## src/rtl/dram_arbiter_pkg.sv

```systemverilog
// Purpose: shared types and defaults for the two-port data-RAM arbiter.
// Latency: n/a (types and constants only).
// Backpressure: n/a.
package dram_arbiter_pkg;

    // Last winner of the RAM port; IDLE means nobody requested last cycle.
    typedef enum logic [1:0] {
        IDLE = 2'd0,
        OWN0 = 2'd1,
        OWN1 = 2'd2
    } arb_state_t;

    // Pending read return: which port gets the RAM data next cycle.
    typedef struct packed {
        logic valid;
        logic port;
    } rd_ret_t;

    localparam int MAX_LOCK_DEF = 16;

endpackage

```

## src/rtl/dram_arbiter_rr_pick2.sv

```systemverilog
// Purpose: combinational 2-way round-robin selector with a port-1 override.
// Latency: 0 cycles (pure combinational).
// Backpressure: a losing requester simply sees gnt=0 and keeps requesting.
// Ports: req[1:0] requests, last = index of previous winner (port 1 when idle,
//        so port 0 goes first), force1 = port 1 wins a tie, gnt[1:0] one-hot.
module rr_pick2 (
    input  logic [1:0] req,
    input  logic       last,
    input  logic       force1,
    output logic [1:0] gnt
);

    always_comb begin
        gnt = 2'b00;
        unique case (req)
            2'b01:   gnt = 2'b01;
            2'b10:   gnt = 2'b10;
            2'b11: begin
                // On a tie the port that did not win last goes, unless port 1 holds a lock.
                if (force1 || !last) gnt = 2'b10;
                else                 gnt = 2'b01;
            end
            default: gnt = 2'b00;
        endcase
    end

endmodule

```

## src/rtl/dram_arbiter.sv

```systemverilog
// Purpose: shares a single-port data RAM between CPU bus (port 0) and a second master (port 1).
// Latency: grant 0 cycles uncontended; read data/rvalid 1 cycle after grant.
// Backpressure: losers see gnt=0 and hold their request; port 1 lock bounded by MAX_LOCK.
// Ports: m*_req/we/addr/wdata in, m*_gnt out (comb), m*_rvalid/rdata out, m1_lock in,
//        ram_addr/ram_dina/ram_wea to RAM, ram_douta from RAM, lock_abort pulse out.
module dram_arbiter
    import dram_arbiter_pkg::*;
#(
    parameter int ADDR_W   = 10,
    parameter int DATA_W   = 32,
    parameter int MAX_LOCK = MAX_LOCK_DEF
) (
    input  logic                  clk,
    input  logic                  rstn,
    input  logic                  m0_req,
    input  logic [DATA_W/8-1:0]   m0_we,
    input  logic [ADDR_W-1:0]     m0_addr,
    input  logic [DATA_W-1:0]     m0_wdata,
    input  logic                  m1_req,
    input  logic [DATA_W/8-1:0]   m1_we,
    input  logic [ADDR_W-1:0]     m1_addr,
    input  logic [DATA_W-1:0]     m1_wdata,
    input  logic                  m1_lock,
    output logic                  m0_gnt,
    output logic                  m1_gnt,
    output logic                  m0_rvalid,
    output logic                  m1_rvalid,
    output logic [DATA_W-1:0]     m0_rdata,
    output logic [DATA_W-1:0]     m1_rdata,
    output logic [ADDR_W-1:0]     ram_addr,
    output logic [DATA_W-1:0]     ram_dina,
    output logic [DATA_W/8-1:0]   ram_wea,
    input  logic [DATA_W-1:0]     ram_douta,
    output logic                  lock_abort
);

    localparam int BE_W   = DATA_W / 8;
    localparam int LCNT_W = $clog2(MAX_LOCK + 1);
    localparam logic [LCNT_W-1:0] LCNT_MAX = LCNT_W'(MAX_LOCK);

    arb_state_t        state_q, state_d;
    logic [LCNT_W-1:0] lcnt_q, lcnt_d;
    rd_ret_t           rd_ret_q, rd_ret_d;
    logic              abort_q, abort_d;
    logic [ADDR_W-1:0] addr_q;
    logic [DATA_W-1:0] dina_q;

    logic [1:0] req;
    logic [1:0] gnt;
    logic       last;
    logic       force1;

    // Reset masks requests so nothing is granted (and nothing written) while rstn is low.
    assign req    = {m1_req & rstn, m0_req & rstn};
    assign last   = (state_q != OWN0);
    assign force1 = (state_q == OWN1) && m1_lock && (lcnt_q < LCNT_MAX);

    rr_pick2 u_pick (
        .req    (req),
        .last   (last),
        .force1 (force1),
        .gnt    (gnt)
    );

    assign m0_gnt = gnt[0];
    assign m1_gnt = gnt[1];

    always_comb begin
        state_d  = IDLE;
        lcnt_d   = lcnt_q;
        abort_d  = 1'b0;
        rd_ret_d = '0;
        ram_addr = addr_q;
        ram_dina = dina_q;
        ram_wea  = '0;

        if (gnt[0]) begin
            state_d  = OWN0;
            ram_addr = m0_addr;
            ram_dina = m0_wdata;
            ram_wea  = m0_we;
            rd_ret_d = '{valid: (m0_we == '0), port: 1'b0};
        end else if (gnt[1]) begin
            state_d  = OWN1;
            ram_addr = m1_addr;
            ram_dina = m1_wdata;
            ram_wea  = m1_we;
            rd_ret_d = '{valid: (m1_we == '0), port: 1'b1};
        end

        // lcnt measures how long port 0 has been starved by a port-1 lock;
        // it restarts whenever port 0 is served or stops waiting.
        if (gnt[0] || !m1_lock || !m0_req || state_d == IDLE) begin
            lcnt_d = '0;
        end else if (gnt[1] && lcnt_q != LCNT_MAX) begin
            lcnt_d = lcnt_q + 1'b1;
        end

        abort_d = gnt[0] && m1_lock && (lcnt_q == LCNT_MAX);
    end

    always_ff @(posedge clk) begin
        if (!rstn) begin
            state_q  <= IDLE;
            lcnt_q   <= '0;
            rd_ret_q <= '0;
            abort_q  <= 1'b0;
            addr_q   <= '0;
            dina_q   <= '0;
        end else begin
            state_q  <= state_d;
            lcnt_q   <= lcnt_d;
            rd_ret_q <= rd_ret_d;
            abort_q  <= abort_d;
            addr_q   <= ram_addr;
            dina_q   <= ram_dina;
        end
    end

    // Only one grant per cycle, so a single return slot steers RAM data to the right port.
    assign m0_rvalid  = rd_ret_q.valid && !rd_ret_q.port;
    assign m1_rvalid  = rd_ret_q.valid &&  rd_ret_q.port;
    assign m0_rdata   = ram_douta;
    assign m1_rdata   = ram_douta;
    assign lock_abort = abort_q;

    if (BE_W * 8 != DATA_W) begin : g_bad_width
        $error("DATA_W must be a multiple of 8");
    end

endmodule

```

## config.mk

```make
export PLATFORM = sky130hd
export DESIGN_NAME = dram_arbiter
export DESIGN_NICKNAME = d
export VERILOG_FILES = /design/src/rtl/dram_arbiter_pkg.sv /design/src/rtl/dram_arbiter_rr_pick2.sv /design/src/rtl/dram_arbiter.sv
export SDC_FILE = /design/constraint.sdc
export NUM_CORES = 1
export LEC_CHECK = 0
export CORE_MARGIN = 3
export CORE_UTILIZATION = 40
export CTS_BUF_LIST = sky130_fd_sc_hd__clkbuf_4 sky130_fd_sc_hd__clkbuf_8
export DETAILED_ROUTE_END_ITERATION = 8
export PLACE_DENSITY = 0.84
export SLEW_MARGIN = 20
export SYNTH_ARGS = -nofsm -noshare
export SYNTH_HDL_FRONTEND = slang
export SYNTH_SLANG_ARGS = --single-unit
```

## constraint.sdc

```tcl
create_clock -name clk -period 2.78 [get_ports clk]
set_clock_uncertainty 0.15 [all_clocks]
set_input_delay 0.556 -clock clk [delete_from_list [all_inputs] [get_ports clk]]
set_output_delay 0.556 -clock clk [all_outputs]
set_load 0.02 [all_outputs]
```

==> metrics.yaml <==
clock_tree:
  clk_path_buf_depth: 2
  hold_buffers: 0
  htreeDepth: 2
  cts_buffers: 5
  clock_sinks: 52
  clk_latency_ps: 300
  clkTransAtPathRegs_ps: 90
  cts-root-buf: "clkbuf_8"
  cts_tree: "yes"
synthesis:
  synth_area_um2: 4280
  syn-num-nets: 594
  synth_area_leader_cell: "dfxtp_1"
  ys_top_cells_by_count: "buf_4 (64), dfxtp_1 (52), a21oi_1 (47), inv_1 (47), mux2_2 (43)"
  synth_seq_cells: 52
  yosys_most_used_dff: "dfxtp_1"
  synth_edf_count: 0
  yosysUniqueCellTypes: 35
  yosysWarnings: 0
  ys_top_cells_by_area: "dfxtp_1 (24%), mux2_4 (14%), mux2_2 (11%)"
  synthArstFlopShare_pct: 0
  yosysMostFrequentCell: "buf_4"
  synth_top_area_share_pct: 24.3
  syn-instance-count: 463
  synth-seq-area-share_pct: 24.3
  avgSynthCellArea_um2: 9.24
timing:
  final_max_slew_viol_count: 0
  hold_violations: 0
  worst_pin_slew_ps: 629
  layout_min_cycle_time_ps: 2730
  finalCritPeriodShare_pct: 98.3
  fmaxAchievable_mhz: 366
  setup_viol: 0
  hold_slack_ps: 386
  finalWorstSetupSlack_ps: 46.7
  fin_tns_setup_ps: 0
  slew_headroom_pct: 58.1
global_route:
  grt_max_degree: 65
  antenna_found_initial: 1
  track_usage_pct: 18.9
  grt_pass1_wl_um: 18300
  first_global_vias: 3761
  grt-ovfl-total: 0
setup_path:
  worst-r2r-setup-slack_ps: 910
  arrival_ps: 2030
  cpMostUsedCell: "buf_6"
  cp-startpoint: "state_q[1]"
  r2r_start: "state_q[1]"
  endpoint: "ram_dina[5]"
  reg2reg_to: "dina_q[17]"
  crit_cells: 6
  r2r_cells: 5
  crit_type: "reg -> out"
  path_buf_inv: 3
  critPathMaxFanout: 6
  cpLargestDelayFamily: "buffers and inverters"
  max_stage_delay_ps: 410
  cp.required_ps: 2070
  start_kind: "flip-flop"
  crit_chain: "and4bb_4, o31a_4, buf_6, buf_16, mux2_4, buf_6"
  cpMaxStageDelayCell: "o31a_4"
  cp-end-kind: "output pin"
power:
  ir_drop_uv: 190
  power_mw: 2.31
  p_leak_nw: 2.46
  power_density_nw_per_um2: 407
floorplanning:
  die_area_um2: 12000
  die_x_um: 109
  ios: 244
  start_util_pct: 41.3
  die_height_um: 109
  core_area_um2: 10400
  num_rows: 37
detailed_routing:
  drcViolationCount: 0
  first_pass_iters: 4
  dr.first_iter.drc_count: 149
  wl_per_cell_um: 17.1
  via_count: 3751
  drt-vias-per-instance: 5.49
  ant_nets: 0
  drt-total-wl_um: 11700
final_layout:
  n_antenna_cell: 0
  drive_above_1_share_pct: 40.0
  postLayoutCoreUtil_pct: 54.7
  final_area_um2: 5670
  fin_cells: 683
  fillCellCount: 906
  final_nets: 677
  syn2layout_area_growth_pct: 32.5
placed_design:
  place_ws_ps: -651
  placed_cells: 669
  postPlaceCellArea_um2: 5460
  port-buffer-count: 147
  dp.final_hpwl_um: 8360
  place.gp.congestion: 0.736
min_path:
  hold_path_class: "reg -> reg"
outcome:
  status: "complete, no violations"
job:
  max-cap-violations: 0
==> worst min-delay path: cells and delay by family (launching register included) <==
family	cells	cell delay (ps)
AO/OA/AOI/OAI	1	60
flip-flops	1	360
AND/OR/NAND/NOR	1	70
==> cell usage in the layout (no fill, tap or decap), types with 5 or more instances in the layout <==
cell / instances
buf_2: 13
nand2_1: 5
dfxtp_1: 51
mux2_4: 41
mux2_2: 43
a21oi_1: 47
nand3_1: 6
clkbuf_8: 6
buf_6: 11
nor3_1: 42
o221a_2: 42
inv_1: 46
buf_4: 23
clkdlybuf4s50_1: 96
clkdlybuf4s15_2: 21
==> what timing repair did <==
| item | 4_1_cts | 5_1_grt |
|---|---|---|
| gates cloned | 3 | 0 |
| gates resized for setup | 174 | 15 |
| pin swaps | 2 | 0 |
| setup buffers | 3 | 0 |
| endpoints found under the setup margin | 48 | 30 |
==> cell type report <==
class                   instances  area (µm²)  share of cell area, %
clock buffers                   8        97.6                   1.72
repair buffers                179        1810                   31.9
well taps                     136         170                   3.00
inverters                      47         176                   3.11
multi-input cells             261        2380                   41.9
flip-flops and latches         52        1040                   18.4
==> kinds of logic after synthesis <==
logic type	Yosys count	share of synthesized area, %
buf+inv	150	20.8
compound gates	100	18.7
mux	85	25.9
simple gates	74	9.65
flops	52	24.3
fa+ha+maj	2	0.585
==> metal layers <==
metal / track usage [%] / part of all wire [%]
met5: 0 / 0.10
met4: 5.25 / 1.7
met3: 4.64 / 8.0
met2: 33.5 / 51
met1: 22.6 / 40
==> where the power goes <==
group / internal (mW) / switching [mW]
combinational: 0.571 / 0.431
clock: 0.223 / 0.244
sequential: 0.805 / 0.0317
total: 1.60 / 0.706
==> flip-flops by register name, indices dropped and copies added, names as in the netlist <==
signal      count
dina_q         32
addr_q         10
rd_ret_q        2
lcnt_q          5
state_q         2
lock_abort      1
==> worst min-delay path by stage <==
stage	slack, ps	depth (start not counted)	endpoint	start
finish	390	2	lcnt_q[2]	lcnt_q[2]
global route	410	2	lcnt_q[2]	lcnt_q[2]
CTS	380	2	lcnt_q[2]	lcnt_q[2]
detailed placement	370	2	lcnt_q[2]	lcnt_q[2]
global placement	340	2	lcnt_q[3]	lcnt_q[3]
floorplan	330	2	lcnt_q[2]	lcnt_q[2]
(Power assumes the default switching activity.)
